**config.mk**
```make
export PLATFORM = sky130hd
export DESIGN_NAME = hub75_scan_ctrl
export DESIGN_NICKNAME = d
export VERILOG_FILES = /design/src/rtl/hub75_scan_ctrl.sv
export SDC_FILE = /design/constraint.sdc
export NUM_CORES = 1
export LEC_CHECK = 0
export ABC_AREA = 1
export CAP_MARGIN = 20
export CORE_MARGIN = 2
export CORE_UTILIZATION = 53
export CTS_BUF_LIST = sky130_fd_sc_hd__clkbuf_4
export DETAILED_ROUTE_END_ITERATION = 7
export PLACE_DENSITY = 0.86
export REMOVE_ABC_BUFFERS = 1
export SYNTH_ARGS = -nofsm -noshare
export SYNTH_HDL_FRONTEND = slang
export SYNTH_SLANG_ARGS = --single-unit
```
**constraint.sdc**
```tcl
create_clock -name clk -period 1.99 [get_ports clk]
set_clock_uncertainty 0.05 [all_clocks]
set_input_delay 0.4975 -clock clk [delete_from_list [all_inputs] [get_ports clk]]
set_output_delay 0.4975 -clock clk [all_outputs]
set_load 0.01 [all_outputs]
```
**src/rtl/hub75_scan_ctrl.sv**
```systemverilog
// hub75_scan_ctrl: HUB75 LED-matrix scan engine fed from a sync-read frame buffer.
// Latency: one column per 1+2*CLK_DIV clks, rd_data sampled 1 clk after rd_en; row cost = shift + blank + latch + display.
// Backpressure: none; en is sampled only in IDLE and at row/plane boundaries, so a pass always completes.
// Build option: define HUB75_BCM_EN for CDEPTH-plane binary-code modulation (default: single MSB plane).
module hub75_scan_ctrl #(
    parameter int COLS    = 64,
    parameter int CDEPTH  = 4,
    parameter int CLK_DIV = 1,
    parameter int OE_BASE = 64
) (
    input  logic                    clk,
    input  logic                    rst,
    input  logic                    en,
    output logic                    rd_en,
    output logic [$clog2(COLS)+3:0] rd_addr,
    input  logic [6*CDEPTH-1:0]     rd_data,
    output logic                    A,
    output logic                    B,
    output logic                    C,
    output logic                    D,
    output logic                    R0,
    output logic                    G0,
    output logic                    B0,
    output logic                    R1,
    output logic                    G1,
    output logic                    B1,
    output logic                    SCLK,
    output logic                    LAT,
    output logic                    OE,
    output logic                    frame_done
);

    localparam int COLW = $clog2(COLS);
    localparam int PW   = (CDEPTH > 1) ? $clog2(CDEPTH) : 1;
    localparam int DIVW = (CLK_DIV > 1) ? $clog2(CLK_DIV) : 1;
    localparam int CNTW = $clog2((OE_BASE << (CDEPTH - 1)) + 1);

    localparam logic [DIVW-1:0] DIV_LOAD = DIVW'(CLK_DIV - 1);
    localparam logic [COLW-1:0] COL_LAST = COLW'(COLS - 1);

    typedef enum logic [2:0] {
        S_IDLE, S_FETCH, S_SETUP, S_HIGH, S_BLANK, S_LATCH, S_DISPLAY
    } state_t;

    state_t            state_q;
    logic [3:0]        row_q;
    logic [COLW-1:0]   col_q;
    logic [DIVW-1:0]   div_q;
    logic [CNTW-1:0]   cnt_q;
    logic              first_q;
    logic [5:0]        rgb_q;
    logic              rd_en_q;
    logic [COLW+3:0]   addr_q;
    logic [3:0]        abcd_q;
    logic              sclk_q;
    logic              lat_q;
    logic              oe_q;
    logic              done_q;

`ifdef HUB75_BCM_EN
    logic [PW-1:0]     plane_q;
    wire               last_plane = (plane_q == PW'(CDEPTH - 1));
    wire  [PW-1:0]     bitsel     = plane_q;
    wire  [CNTW-1:0]   disp_load  = (CNTW'(OE_BASE) << plane_q) - CNTW'(1);
`else
    wire               last_plane = 1'b1;
    wire  [PW-1:0]     bitsel     = PW'(CDEPTH - 1);
    wire  [CNTW-1:0]   disp_load  = CNTW'(OE_BASE - 1);
`endif

    wire [3:0] row_nxt = last_plane ? row_q + 4'd1 : row_q;

    // Pick the active plane bit out of every channel field; rd_bits = {R0,G0,B0,R1,G1,B1}.
    wire [6*CDEPTH-1:0] rd_shift = rd_data >> bitsel;
    logic [5:0]         rd_bits;
    for (genvar j = 0; j < 6; j++) begin : g_ch
        assign rd_bits[j] = rd_shift[j*CDEPTH];
    end

    // Scan FSM: fetch/shift each column, blank, latch, then hold OE low for the plane weight.
    always_ff @(posedge clk or posedge rst) begin
        if (rst) begin
            state_q <= S_IDLE;
            row_q   <= '0;
            col_q   <= '0;
            div_q   <= '0;
            cnt_q   <= '0;
`ifdef HUB75_BCM_EN
            plane_q <= '0;
`endif
            first_q <= 1'b0;
            rgb_q   <= '0;
            rd_en_q <= 1'b0;
            addr_q  <= '0;
            abcd_q  <= '0;
            sclk_q  <= 1'b0;
            lat_q   <= 1'b0;
            oe_q    <= 1'b1;
            done_q  <= 1'b0;
        end else begin
            done_q <= 1'b0;
            case (state_q)
                S_IDLE: begin
                    oe_q <= 1'b1;
                    if (en) begin
                        col_q   <= '0;
                        rd_en_q <= 1'b1;
                        addr_q  <= {row_q, COLW'(0)};
                        state_q <= S_FETCH;
                    end
                end
                S_FETCH: begin
                    rd_en_q <= 1'b0;
                    first_q <= 1'b1;
                    div_q   <= DIV_LOAD;
                    state_q <= S_SETUP;
                end
                S_SETUP: begin
                    first_q <= 1'b0;
                    if (first_q) rgb_q <= rd_bits;
                    if (div_q == '0) begin
                        sclk_q  <= 1'b1;
                        div_q   <= DIV_LOAD;
                        state_q <= S_HIGH;
                    end else begin
                        div_q <= div_q - DIVW'(1);
                    end
                end
                S_HIGH: begin
                    if (div_q == '0) begin
                        sclk_q <= 1'b0;
                        col_q  <= col_q + COLW'(1);
                        if (col_q == COL_LAST) begin
                            state_q <= S_BLANK;
                        end else begin
                            rd_en_q <= 1'b1;
                            addr_q  <= {row_q, col_q + COLW'(1)};
                            state_q <= S_FETCH;
                        end
                    end else begin
                        div_q <= div_q - DIVW'(1);
                    end
                end
                S_BLANK: begin
                    abcd_q  <= row_q;
                    lat_q   <= 1'b1;
                    state_q <= S_LATCH;
                end
                S_LATCH: begin
                    lat_q   <= 1'b0;
                    oe_q    <= 1'b0;
                    cnt_q   <= disp_load;
                    state_q <= S_DISPLAY;
                end
                S_DISPLAY: begin
                    if (cnt_q == '0) begin
                        oe_q  <= 1'b1;
                        row_q <= row_nxt;
`ifdef HUB75_BCM_EN
                        plane_q <= last_plane ? '0 : plane_q + PW'(1);
`endif
                        if (last_plane && row_q == 4'hF) done_q <= 1'b1;
                        if (en) begin
                            rd_en_q <= 1'b1;
                            addr_q  <= {row_nxt, COLW'(0)};
                            state_q <= S_FETCH;
                        end else begin
                            state_q <= S_IDLE;
                        end
                    end else begin
                        cnt_q <= cnt_q - CNTW'(1);
                    end
                end
                default: state_q <= S_IDLE;
            endcase
        end
    end

    // RAM data is only valid in the first SETUP cycle, so pass it straight through there
    // to give the panel a full SETUP period before SCLK rises; afterwards the copy holds it.
    wire [5:0] rgb_out = first_q ? rd_bits : rgb_q;

    assign {R0, G0, B0, R1, G1, B1} = rgb_out;
    assign {D, C, B, A}             = abcd_q;
    assign rd_en                    = rd_en_q;
    assign rd_addr                  = addr_q;
    assign SCLK                     = sclk_q;
    assign LAT                      = lat_q;
    assign OE                       = oe_q;
    assign frame_done               = done_q;

endmodule

```
# Yosys cells after proc, flatten, opt, wreduce, memory -nomap -nowiden

Cells that the tools add are included.
Widths: inputs -> output; s select.

Bits in registers: 50
Latch bits: 0
Bits in writable memories: 0
Bits in read-only memories: 0
Word-level logic and storage cells: 89
Memories kept: 0

Add/sub/neg operators: 4
Multiply operators: 0
Div/mod/pow operators: 0
$lt $le $gt $ge: 0
Equality and inequality tests: 15
Shifts and indexed selects: 0
Multiplexer cells: 36
Bitwise operators: 0
Reductions and logical operators: 20

Operators with widths:

| cell                  | number |
|---|---|
| $mux 10               | 6 |
| $pmux 10 s3           | 1 |
| $pmux 3 s7            | 1 |
| $pmux 10 s2           | 1 |
| $mux 6                | 3 |
| $mux 3                | 5 |
| $ne 2x2->1 const B    | 7 |
| $mux 1                | 12 |
| $pmux 6 s2            | 1 |
| $reduce_bool 2->1     | 6 |
| $logic_not 10->1      | 1 |
| $sub 10x1->10 const B | 1 |
| $eq 3x3->1 const B    | 3 |
| $pmux 1 s2            | 4 |
| $reduce_and 4->1      | 2 |
| $add 6x1->6 const B   | 1 |
| $eq 3x2->1 const B    | 2 |
| $eq 6x6->1 const B    | 1 |
| $reduce_and 2->1      | 3 |
| $reduce_and 3->1      | 2 |
| $reduce_and 6->1      | 1 |
| $reduce_bool 3->1     | 2 |
| $add 4x1->4 const B   | 1 |
| $eq 4x4->1 const B    | 1 |
| other kinds (7)       | 7 |

# Depth between registers and ports, before layout

Depth in word-level cells: 4
Depth in mapped cells: 10
Gate-level depth less buffers: 10

# Worst setup path before layout

Ideal clock, no wire load.

Path type: register to register
Start point: reg cnt_q[0]
End point: reg cnt_q[4]
Arrival time: 1.524 ns
Data required time: 1.814 ns
Slack: 0.290 ns
Cell stages (with the launch flop): 10
Path buffers: 0
Cell sequence: dfrtp_1 inv_1 ha_1 nand2_1 nor2_2 nand3_2 nand2_4 nand2_4 o21ai_0 o21ai_1

Cells in the longest elaborated chain, start to end: 3
Elaborated cells on any way between the ends: 6
Classes of those cells: 1 x add/sub; 1 x eq/ne; 2 x mux; 2 x reduce/logical

RTL lines:

| element                                           | RTL line | source |
|---|---|---|
| from (decl)                                       | 49       | `logic [CNTW-1:0] cnt_q;` |
| from (signal assigned)                            | 152      | `cnt_q <= disp_load;` |
| from (signal assigned)                            | 171      | `cnt_q <= cnt_q - CNTW'(1);` |
| $sub 10x1->10 or $logic_not 10->1 (tied branches) | 171, 156 |  |
| $mux 10 or $ne 2x2->1 (tied branches)             | -        |  |
| $pmux 10 s2 or $reduce_and 2->1 (tied branches)   | -        |  |

Several ways; a longest one is shown, not always the timed one. The select of a mux whose other input is x is not followed.
A chain may end at the register's enable or synchronous reset.

# Worst setup path in the final report

Start point: reg first_q
End point: out B0

Cells in the longest elaborated chain, start to end: 1

RTL lines:

| element                | RTL line | source |
|---|---|---|
| from (decl)            | 50       | `logic first_q;` |
| from (signal assigned) | 91       | `first_q <= 1'b0;` |
| from (signal assigned) | 114      | `first_q <= 1'b1;` |
| from (signal assigned) | 119      | `first_q <= 1'b0;` |
| $mux 6                 | -        |  |
| to (decl)              | 23       | `output logic B0,` |

No other way between the ends.

==> metrics.cfg <==
[run_status]
outcome=complete, no violations

[logic_synthesis]
ys_warn_count=0
synth_edf_count=0
synth-main-ff-cell=dfrtp_1
synth_area_per_cell_um2=8.21
synth_area_um2=2460
ys_seq_elements=49
synth_cell_types=31
syn_inst=300
seq_area_frac_synth_pct=49.8
async_reset_ff_share_pct=100

[worst_setup_path]
slowest_stage=dfrtp_2
start_kind=flop
path_class=reg -> out
cp_cell_sequence=buf_4 > o21ai_1 > clkdlybuf4s15_1
critPathMaxStageDelay_ps=420
timing.rr.start=cnt_q[0]
cp-end-kind=output port
path_max_fanout=7
required_ps=1440
crit_arrival_ps=1360
cp-startpoint=first_q

[final_layout]
utilization_pct=67.6
area.growth.synth_to_final_pct=21.2
layout-drive-gt1-share_pct=13.1
stdcell_count=403
antenna_cells=0
final_cell_mix=nand2_1 (86), dfrtp_1 (47), inv_1 (32)
final_area_um2=2980
nNetsFinal=380
final_common_cell=nand2_1

[place]
hpwlAfterDp_um=3480
dp.cells=393
numPortBuffers=33
place_area_um2=2930
place.gp.congestion=0.861

[clock_network]
numCtsBuffers=5
clkSlewWorstSetupHoldPaths_ps=140
clk_latency_ps=360
cts_max_path_buffers=2
cts-root-buf=clkbuf_4
cts_tree=done
htree_num_levels=2
clkSinkCount=49

[timing]
grt_setup_unrepaired=true
layout_min_cycle_time_ps=1910
tightest_slew_ps=354
fin_crit_sh_pct=96.1
setup_viol=0
maxSlewViolCount=0
fin_setup_tns_ps=0
finalHoldViolCount=0
max_freq_mhz=523
slew_headroom_pct=76.3

[die]
core_um2=4410
ioPinCount=52
rows=24
die_y_um=72.2
start_util_pct=55.8
die_x_um=72.2
dieArea_um2=5210

[run]
maxCapViolations=0

[drt]
drt-total-wl_um=4920
wl_per_cell_um=12.2
drt_iter0_markers=139
via_per_inst=5.28
dr.pass1.iters=4
num_vias=2126
ant_nets=0
remaining_drc_errors=0

[grt]
grt_max_degree=50
overflow=0
track_usage_pct=21.0
first_global_vias=2053
grt_pass1_wl_um=8710
antenna_found_initial=0

[power_and_ir_drop]
p_comb_share_pct=39.6
p_int_mw=1.82
power.density_nw_per_um2=979
ir_drop_mv=0.668
power.switching_mw=1.10
swShare_pct=37.7
power.leakage_nw=1.54
clockPowerShare_pct=15.0
seqPwrFrac_pct=45.3
p_total_mw=2.92

[hold_path]
holdCritPathClass=in -> async

==> registers in the layout, summed over array words and instances (netlist names) <==
register and count:
cnt_q 10, row_q 4, abcd_q 4, SCLK 1, LAT 1, state_q 3
col_q 6, OE 1, rd_addr 10, first_q 1, rd_en 1, rgb_q 6
frame_done 1
==> kinds of logic (layout without fill, tap and decap cells) <==
group / Yosys count / after routing / synth area share [%]
AOI/OAI and AO/OA: 48 / 48 / 10.9
xor gates and xnor gates: 5 / 5 / 1.78
adders and majority gates: 3 / 3 / 1.52
buffers and inverters: 40 / 91 / 6.71
DFF: 49 / 49 / 49.8
muxes: 1 / 1 / 0.457
and+or+nand+nor: 154 / 154 / 28.8
==> final cells by class <==
cell class,instances,area (µm²)
fillers,363,1430
flip-flops and latches,49,1230
multi-input cells,211,1070
repair buffers,46,424
inverters,37,146
well taps,52,65.1
clock buffers,5,37.5
clock inverters,3,12.5
==> power groups by stage <==
stage	sequential [mW]	clock (mW)	combinational, mW
2_1_floorplan	1.36	0	0.639
3_3_place_gp	1.36	0	1.10
3_5_place_dp	1.37	0	1.14
4_1_cts	1.32	0.457	1.18
5_1_grt	1.35	0.490	1.31
6_report	1.32	0.440	1.16
==> path summary, 6_finish.rpt <==
kind / slack, ps / to / cells after the start
max: 80 / B0 / 3
min: 410 / cnt_q[3] / 3
max reg2reg: 250 / row_q[0] / 8
min reg2reg: 440 / rd_addr[4] / 2
max in group asynchronous: 1200 / OE / 3
min in group clk: 440 / rd_addr[4] / 2
==> Yosys cell counts, types with 2 or more instances <==
library cell,instances,area share (%)
a21oi_1,4,0.81
clkbuf_1,2,0.30
dfrtp_1,48,49
ha_1,3,1.5
inv_1,33,5.0
inv_2,2,0.30
nand2_1,86,13
nand2_2,2,0.51
nand2_4,4,1.8
nand3_1,30,6.1
nand3_2,2,0.81
nand3_4,2,1.4
nand4_1,3,0.76
nor2_1,22,3.4
o21ai_0,35,7.1
o21ai_1,2,0.41
o22ai_1,2,0.51
xor2_1,5,1.8
==> what timing repair did <==
item | in CTS | in global routing
hold buffers | 0 | 0
gates resized for setup | 17 | 9
setup endpoints to repair | 7 | 6
setup buffers | 2 | 0
==> stage by stage <==
step | setup slack (ps) | hold WS [ps]
floorplan | 271 | 428
global placement | -247 | 409
detailed placement | -250 | 408
CTS | 14.2 | 426
global route | -2.40 | 438
finish | 78.2 | 413
==> routing by layer <==
metal	wire length (µm)	GRT usage, %	part of all wire [%]
met1	2260	27.2	46
met2	2350	36.3	48
met3	263	4.58	5.3
met4	37	4.61	0.75
met5	0	0	0
==> worst max-delay path: cells and delay by family, from the launching register on <==
kind | cells | cell delay (ps)
buffers and inverters | 2 | 420
flip-flops | 1 | 420
AO/OA/AOI/OAI | 1 | 170
Note: power is estimated with default switching activity, not from simulation.
